===== config.mk =====
export PLATFORM = sky130hd
export DESIGN_NAME = bm_dag3_result_acc
export DESIGN_NICKNAME = d
export VERILOG_FILES = /design/src/rtl/bm_dag3_result_acc.sv
export SDC_FILE = /design/constraint.sdc
export NUM_CORES = 1
export LEC_CHECK = 0
export ABC_CLOCK_PERIOD_IN_PS = 2100
export CAP_MARGIN = 10
export CORE_MARGIN = 5
export CORE_UTILIZATION = 51
export DETAILED_ROUTE_END_ITERATION = 16
export DONT_BUFFER_PORTS = 1
export HOLD_SLACK_MARGIN = 0.15
export PLACE_DENSITY_LB_ADDON = 0.08
export SLEW_MARGIN = 10
export SYNTH_ARGS = -nofsm -noshare
export SYNTH_HDL_FRONTEND = slang
export SYNTH_SLANG_ARGS = --single-unit

===== constraint.sdc =====
create_clock -name clock -period 2.1 [get_ports clock]
set_input_delay 0.315 -clock clock [delete_from_list [all_inputs] [get_ports clock]]
set_output_delay 0.315 -clock clock [all_outputs]
set_load 0.01 [all_outputs]

===== src/rtl/bm_dag3_result_acc.sv =====
// Windowed accumulator for the dag3 sum/difference stream. The result is held behind a
// valid/ready handshake. Optional saturation is built when BM_DAG3_ACC_SAT_EN is defined.
module bm_dag3_result_acc #(
  parameter int BITS   = 2,
  parameter int WINDOW = 4,
  parameter int ACC_W  = 8,
  parameter int CNT_W  = 4
) (
  input  logic             clock,
  input  logic             reset,
  input  logic             in_valid,
  output logic             in_ready,
  input  logic [BITS-1:0]  a_sum,
  input  logic             a_bit,
  output logic             out_valid,
  input  logic             out_ready,
  output logic [ACC_W-1:0] sum_out,
  output logic [CNT_W-1:0] ones_out,
  output logic             sat
);

  typedef enum logic [1:0] {S_IDLE, S_ACC, S_HOLD} state_t;

  localparam logic [CNT_W-1:0] LAST_CNT = CNT_W'(WINDOW - 1);

  state_t            state_reg, state_next;
  logic [ACC_W-1:0]  acc_reg, acc_next;
  logic [CNT_W-1:0]  ones_reg, ones_next;
  logic [CNT_W-1:0]  cnt_reg, cnt_next;
  logic              out_valid_reg, out_valid_next;
  logic [ACC_W-1:0]  sum_out_reg, sum_out_next;
  logic [CNT_W-1:0]  ones_out_reg, ones_out_next;
  logic [ACC_W-1:0]  a_ext;
  logic [ACC_W-1:0]  add_val;
  logic              accept;
  logic              win_start;
  logic              win_step;
  logic              win_done;

  assign a_ext     = ACC_W'(a_sum);
  assign in_ready  = (state_reg != S_HOLD);
  assign accept    = in_valid & in_ready;
  assign out_valid = out_valid_reg;
  assign sum_out   = sum_out_reg;
  assign ones_out  = ones_out_reg;

`ifdef BM_DAG3_ACC_SAT_EN
  logic [ACC_W:0] sum_full;
  logic           ovf;
  logic           flag_reg;
  logic           sat_reg;

  assign sum_full = {1'b0, acc_reg} + {1'b0, a_ext};
  assign ovf      = sum_full[ACC_W];
  assign add_val  = ovf ? {ACC_W{1'b1}} : sum_full[ACC_W-1:0];
  assign sat      = sat_reg;

  // Sticky clamp flag lives for one window; the first sample alone can never clamp.
  always_ff @(posedge clock) begin
    if (reset) begin
      flag_reg <= 1'b0;
      sat_reg  <= 1'b0;
    end else begin
      if (win_start)
        flag_reg <= 1'b0;
      else if (win_step)
        flag_reg <= flag_reg | ovf;
      if (win_done)
        sat_reg <= win_start ? 1'b0 : (flag_reg | ovf);
    end
  end
`else
  assign add_val = acc_reg + a_ext;
  assign sat     = 1'b0;
`endif

  always_comb begin
    state_next     = state_reg;
    acc_next       = acc_reg;
    ones_next      = ones_reg;
    cnt_next       = cnt_reg;
    out_valid_next = out_valid_reg;
    sum_out_next   = sum_out_reg;
    ones_out_next  = ones_out_reg;
    win_start      = 1'b0;
    win_step       = 1'b0;
    win_done       = 1'b0;
    case (state_reg)
      S_IDLE: begin
        if (accept) begin
          win_start = 1'b1;
          acc_next  = a_ext;
          ones_next = CNT_W'(a_bit);
          cnt_next  = CNT_W'(1);
          if (WINDOW == 1) begin
            win_done       = 1'b1;
            out_valid_next = 1'b1;
            sum_out_next   = a_ext;
            ones_out_next  = CNT_W'(a_bit);
            state_next     = S_HOLD;
          end else begin
            state_next = S_ACC;
          end
        end
      end
      S_ACC: begin
        if (accept) begin
          win_step  = 1'b1;
          acc_next  = add_val;
          ones_next = ones_reg + CNT_W'(a_bit);
          cnt_next  = cnt_reg + CNT_W'(1);
          if (cnt_reg == LAST_CNT) begin
            win_done       = 1'b1;
            out_valid_next = 1'b1;
            sum_out_next   = add_val;
            ones_out_next  = ones_reg + CNT_W'(a_bit);
            state_next     = S_HOLD;
          end
        end
      end
      S_HOLD: begin
        if (out_ready) begin
          out_valid_next = 1'b0;
          acc_next       = '0;
          ones_next      = '0;
          cnt_next       = '0;
          state_next     = S_IDLE;
        end
      end
      default: state_next = S_IDLE;
    endcase
  end

  always_ff @(posedge clock) begin
    if (reset) begin
      state_reg     <= S_IDLE;
      acc_reg       <= '0;
      ones_reg      <= '0;
      cnt_reg       <= '0;
      out_valid_reg <= 1'b0;
      sum_out_reg   <= '0;
      ones_out_reg  <= '0;
    end else begin
      state_reg     <= state_next;
      acc_reg       <= acc_next;
      ones_reg      <= ones_next;
      cnt_reg       <= cnt_next;
      out_valid_reg <= out_valid_next;
      sum_out_reg   <= sum_out_next;
      ones_out_reg  <= ones_out_next;
    end
  end

endmodule

==> flow_metrics.tcl <==
set metrics [dict create \
    wl_per_cell_um 15.22 \
    core_area_um2 3284 \
    timing.fmax_mhz 531.2 \
    slowest_delay_ns 0.37 \
    rsz0062_at_grt "no" \
    hold_path.class "in -> reg" \
    cts_buffer_depth 2 \
    fin_crit_ns 1.883 \
    async_flop_share_pct 0 \
    synth_area_um2 1714 \
    post-cts-setup-buffer-count 0 \
    worstSkewPairLatency_ns 0.33 \
    cp.required_ns 2.35 \
    htreeDepth 2 \
    outcome "completed" \
    area_growth_pct 5.401 \
    clk_pin_slew_ns 0.11 \
    rows 21 \
    setup_viol 0 \
    comb_power_share_pct 40.0 \
    synthCells 179 \
    netSwitchingFraction_pct 38.14 \
    drt-initial-drc-count 104 \
    die_area_um2 4621 \
    track_usage_pct 17.04 \
    drc 0 \
    end_kind "register" \
    crit_fanout 11 \
    synth_fp_nets 196 \
    skew_ns 0.01597 \
    synth_commonest_cells "dfxtp_1, nor2_1, a21oi_1, ha_1" \
    dpl_worst_slack_ns 0.2265 \
    yosysMostFrequentCell "dfxtp_1" \
    fin_tns_setup_ns 0 \
    die_h_um 67.98 \
    cpMaxStageDelayCell "dfxtp_1" \
    hold_violations 0 \
    final_cells 226 \
    routed_via_density 5.487 \
    routed_wl_um 3440 \
    antenna_found_initial 0 \
    ys_seq_elements 31 \
    grt_pass1_vias 1194 \
    crit_buf_inv 1 \
    ys_warn_count 0 \
    ys_top_cells_by_area "dfxtp_1, ha_1, nor2_1" \
    place_inst 216 \
    synth_largest_area_cell "dfxtp_1" \
    clockRootBuffer "clkbuf_4" \
    gp_congestion 0.8370 \
    cts_buffers 5 \
    power_frac_clock_pct 25.2 \
    start_util_pct 52.19 \
    max_cap_viol_count 0 \
    power_frac_seq_pct 34.8 \
    ioPinCount 22 \
    grt_pass1_wl_um 5809 \
    path_class "reg -> reg" \
    synth_top_area_share_pct 36.20 \
    ys_types 46 \
    grt_overflow 0 \
    cts_tree "done" \
    port_buffers 0 \
    internal-power_mw 1.220 \
    first_pass_iters 4 \
    synth_flop_cell "dfxtp_1" \
    p_leak_nw 0.6163 \
    fin_crit_sh_pct 89.65 \
    cts_num_sinks 31 \
    nNetsFinal 196 \
    seq_area_frac_synth_pct 36.20 \
    fp.dieW_um 67.98 \
    num_antenna_cells 0 \
    startpoint_type "register" \
    switchingPower_mw 0.7519 \
    power.density_nw_per_um2 1091 \
    critPathTopFamily "simple AND/OR/NAND/NOR gates" \
    syn_avg_cell_area_um2 9.576 \
    drive_gt1_share_pct 16.11 \
    worstPathCellList "inv_1 > ha_1 > nor2b_2 > and3_4 > o21ai_0 > a311oi_2" \
    peakVddDrop_uv 561.1 \
    crit_arrival_ns 2.13 \
    hpwl_um 2383 \
    grt_max_degree 29 \
    fillers 319 \
    final.setup.worst_slack_ns 0.2173 \
    via_count 1240 \
    synth_edf_count 0 \
    ant_nets 0 \
    finalMaxSlewViolations 0 \
]
[power groups by stage]
stage / Clock [mW] / Combinational, mW / Sequential [mW]
finish: 0.496 / 0.789 / 0.687
global route: 0.534 / 0.879 / 0.693
CTS: 0.506 / 0.787 / 0.687
detailed placement: 0 / 0.772 / 0.700
global placement: 0 / 0.758 / 0.698
floorplan: 0 / 0.616 / 0.689
[worst register-to-register path: stages (launching register included)]
cell and delay, ns:
dfxtp_1 0.37, inv_1 0.08, ha_1 0.26, nor2b_2 0.35
and3_4 0.33, o21ai_0 0.12, a311oi_2 0.29
[metal layers]
metal / wire [µm] / GRT usage [%] / vias up
li1: - / - / 643
met1: 1693 / 23.16 / 572
met2: 1506 / 25.39 / 20
met3: 196 / 5.747 / 5
met4: 43 / 5.211 / 0
met5: 0 / 0 / -
[cell families (layout without fill, tap and decap cells)]
kind of cell / Yosys count / after routing / synth area share (%)
simple gates: 61 / 61 / 18.76
compound gates: 42 / 42 / 21.53
flops: 31 / 31 / 36.20
buf+inv: 19 / 20 / 7.372
fa+ha+maj: 10 / 10 / 7.737
xor+xnor: 8 / 8 / 4.088
mux: 7 / 7 / 4.088
other cells: 1 / 1 / 0.2188
[area by class of cell]
cell class / instances / area [µm²] / share of cell area, %
clock buffers: 6 / 51.30 / 2.839
clock inverters: 2 / 35.03 / 1.939
inverters: 8 / 30.03 / 1.662
multi-input cells: 129 / 967.2 / 53.53
flip-flops and latches: 31 / 620.6 / 34.35
well taps: 46 / 57.56 / 3.186
repair buffers: 4 / 45.04 / 2.493
[timing repair]
item                      4_1_cts  5_1_grt
gates resized for setup         0        0
hold endpoints to repair       28        1
hold buffers                    1        1
[metrics by stage]
step | instance area [µm²] | util [%] | power (mW) | hold WS, ns
final | 1807 | 55.01 | 1.972 | 0.1674
after global routing | 1807 | 55.01 | 2.106 | 0.1578
after CTS | 1797 | 54.70 | 1.980 | 0.1519
after detailed placement | 1690 | 51.47 | 1.472 | 0.3858
after global placement | 1690 | 51.47 | 1.456 | 0.3848
after floorplan | 1714 | - | 1.305 | 0.4660
[cells in the final DEF, fill, tap and decap left out, drive strengths merged, types with 2 or more instances in the layout]
master,netlist,final
clkbuf,3,6
o211a,2,2
mux2i,7,7
dfxtp,31,31
nand3b,2,2
nor2b,2,2
inv,8,8
nand2,10,10
a211oi,6,6
nand3,6,6
ha,9,9
nor2,27,27
xnor2,7,7
o221ai,2,2
buf,8,3
a21oi,9,9
nor3,4,4
and3,2,2
a311oi,8,8
nand2b,3,3
o21ai,4,4
a32oi,4,4
[path summary, 6_finish.rpt]
check,cells past startpoint,end,start,slack (ns)
min reg2reg,2,acc_reg[6],acc_reg[6],0.52
max,6,acc_reg[5],state_reg[0],0.22
min,2,ones_reg[0],a_bit,0.17
max reg2reg,6,acc_reg[5],state_reg[0],0.22
Note: power is estimated with default switching activity, not from simulation.
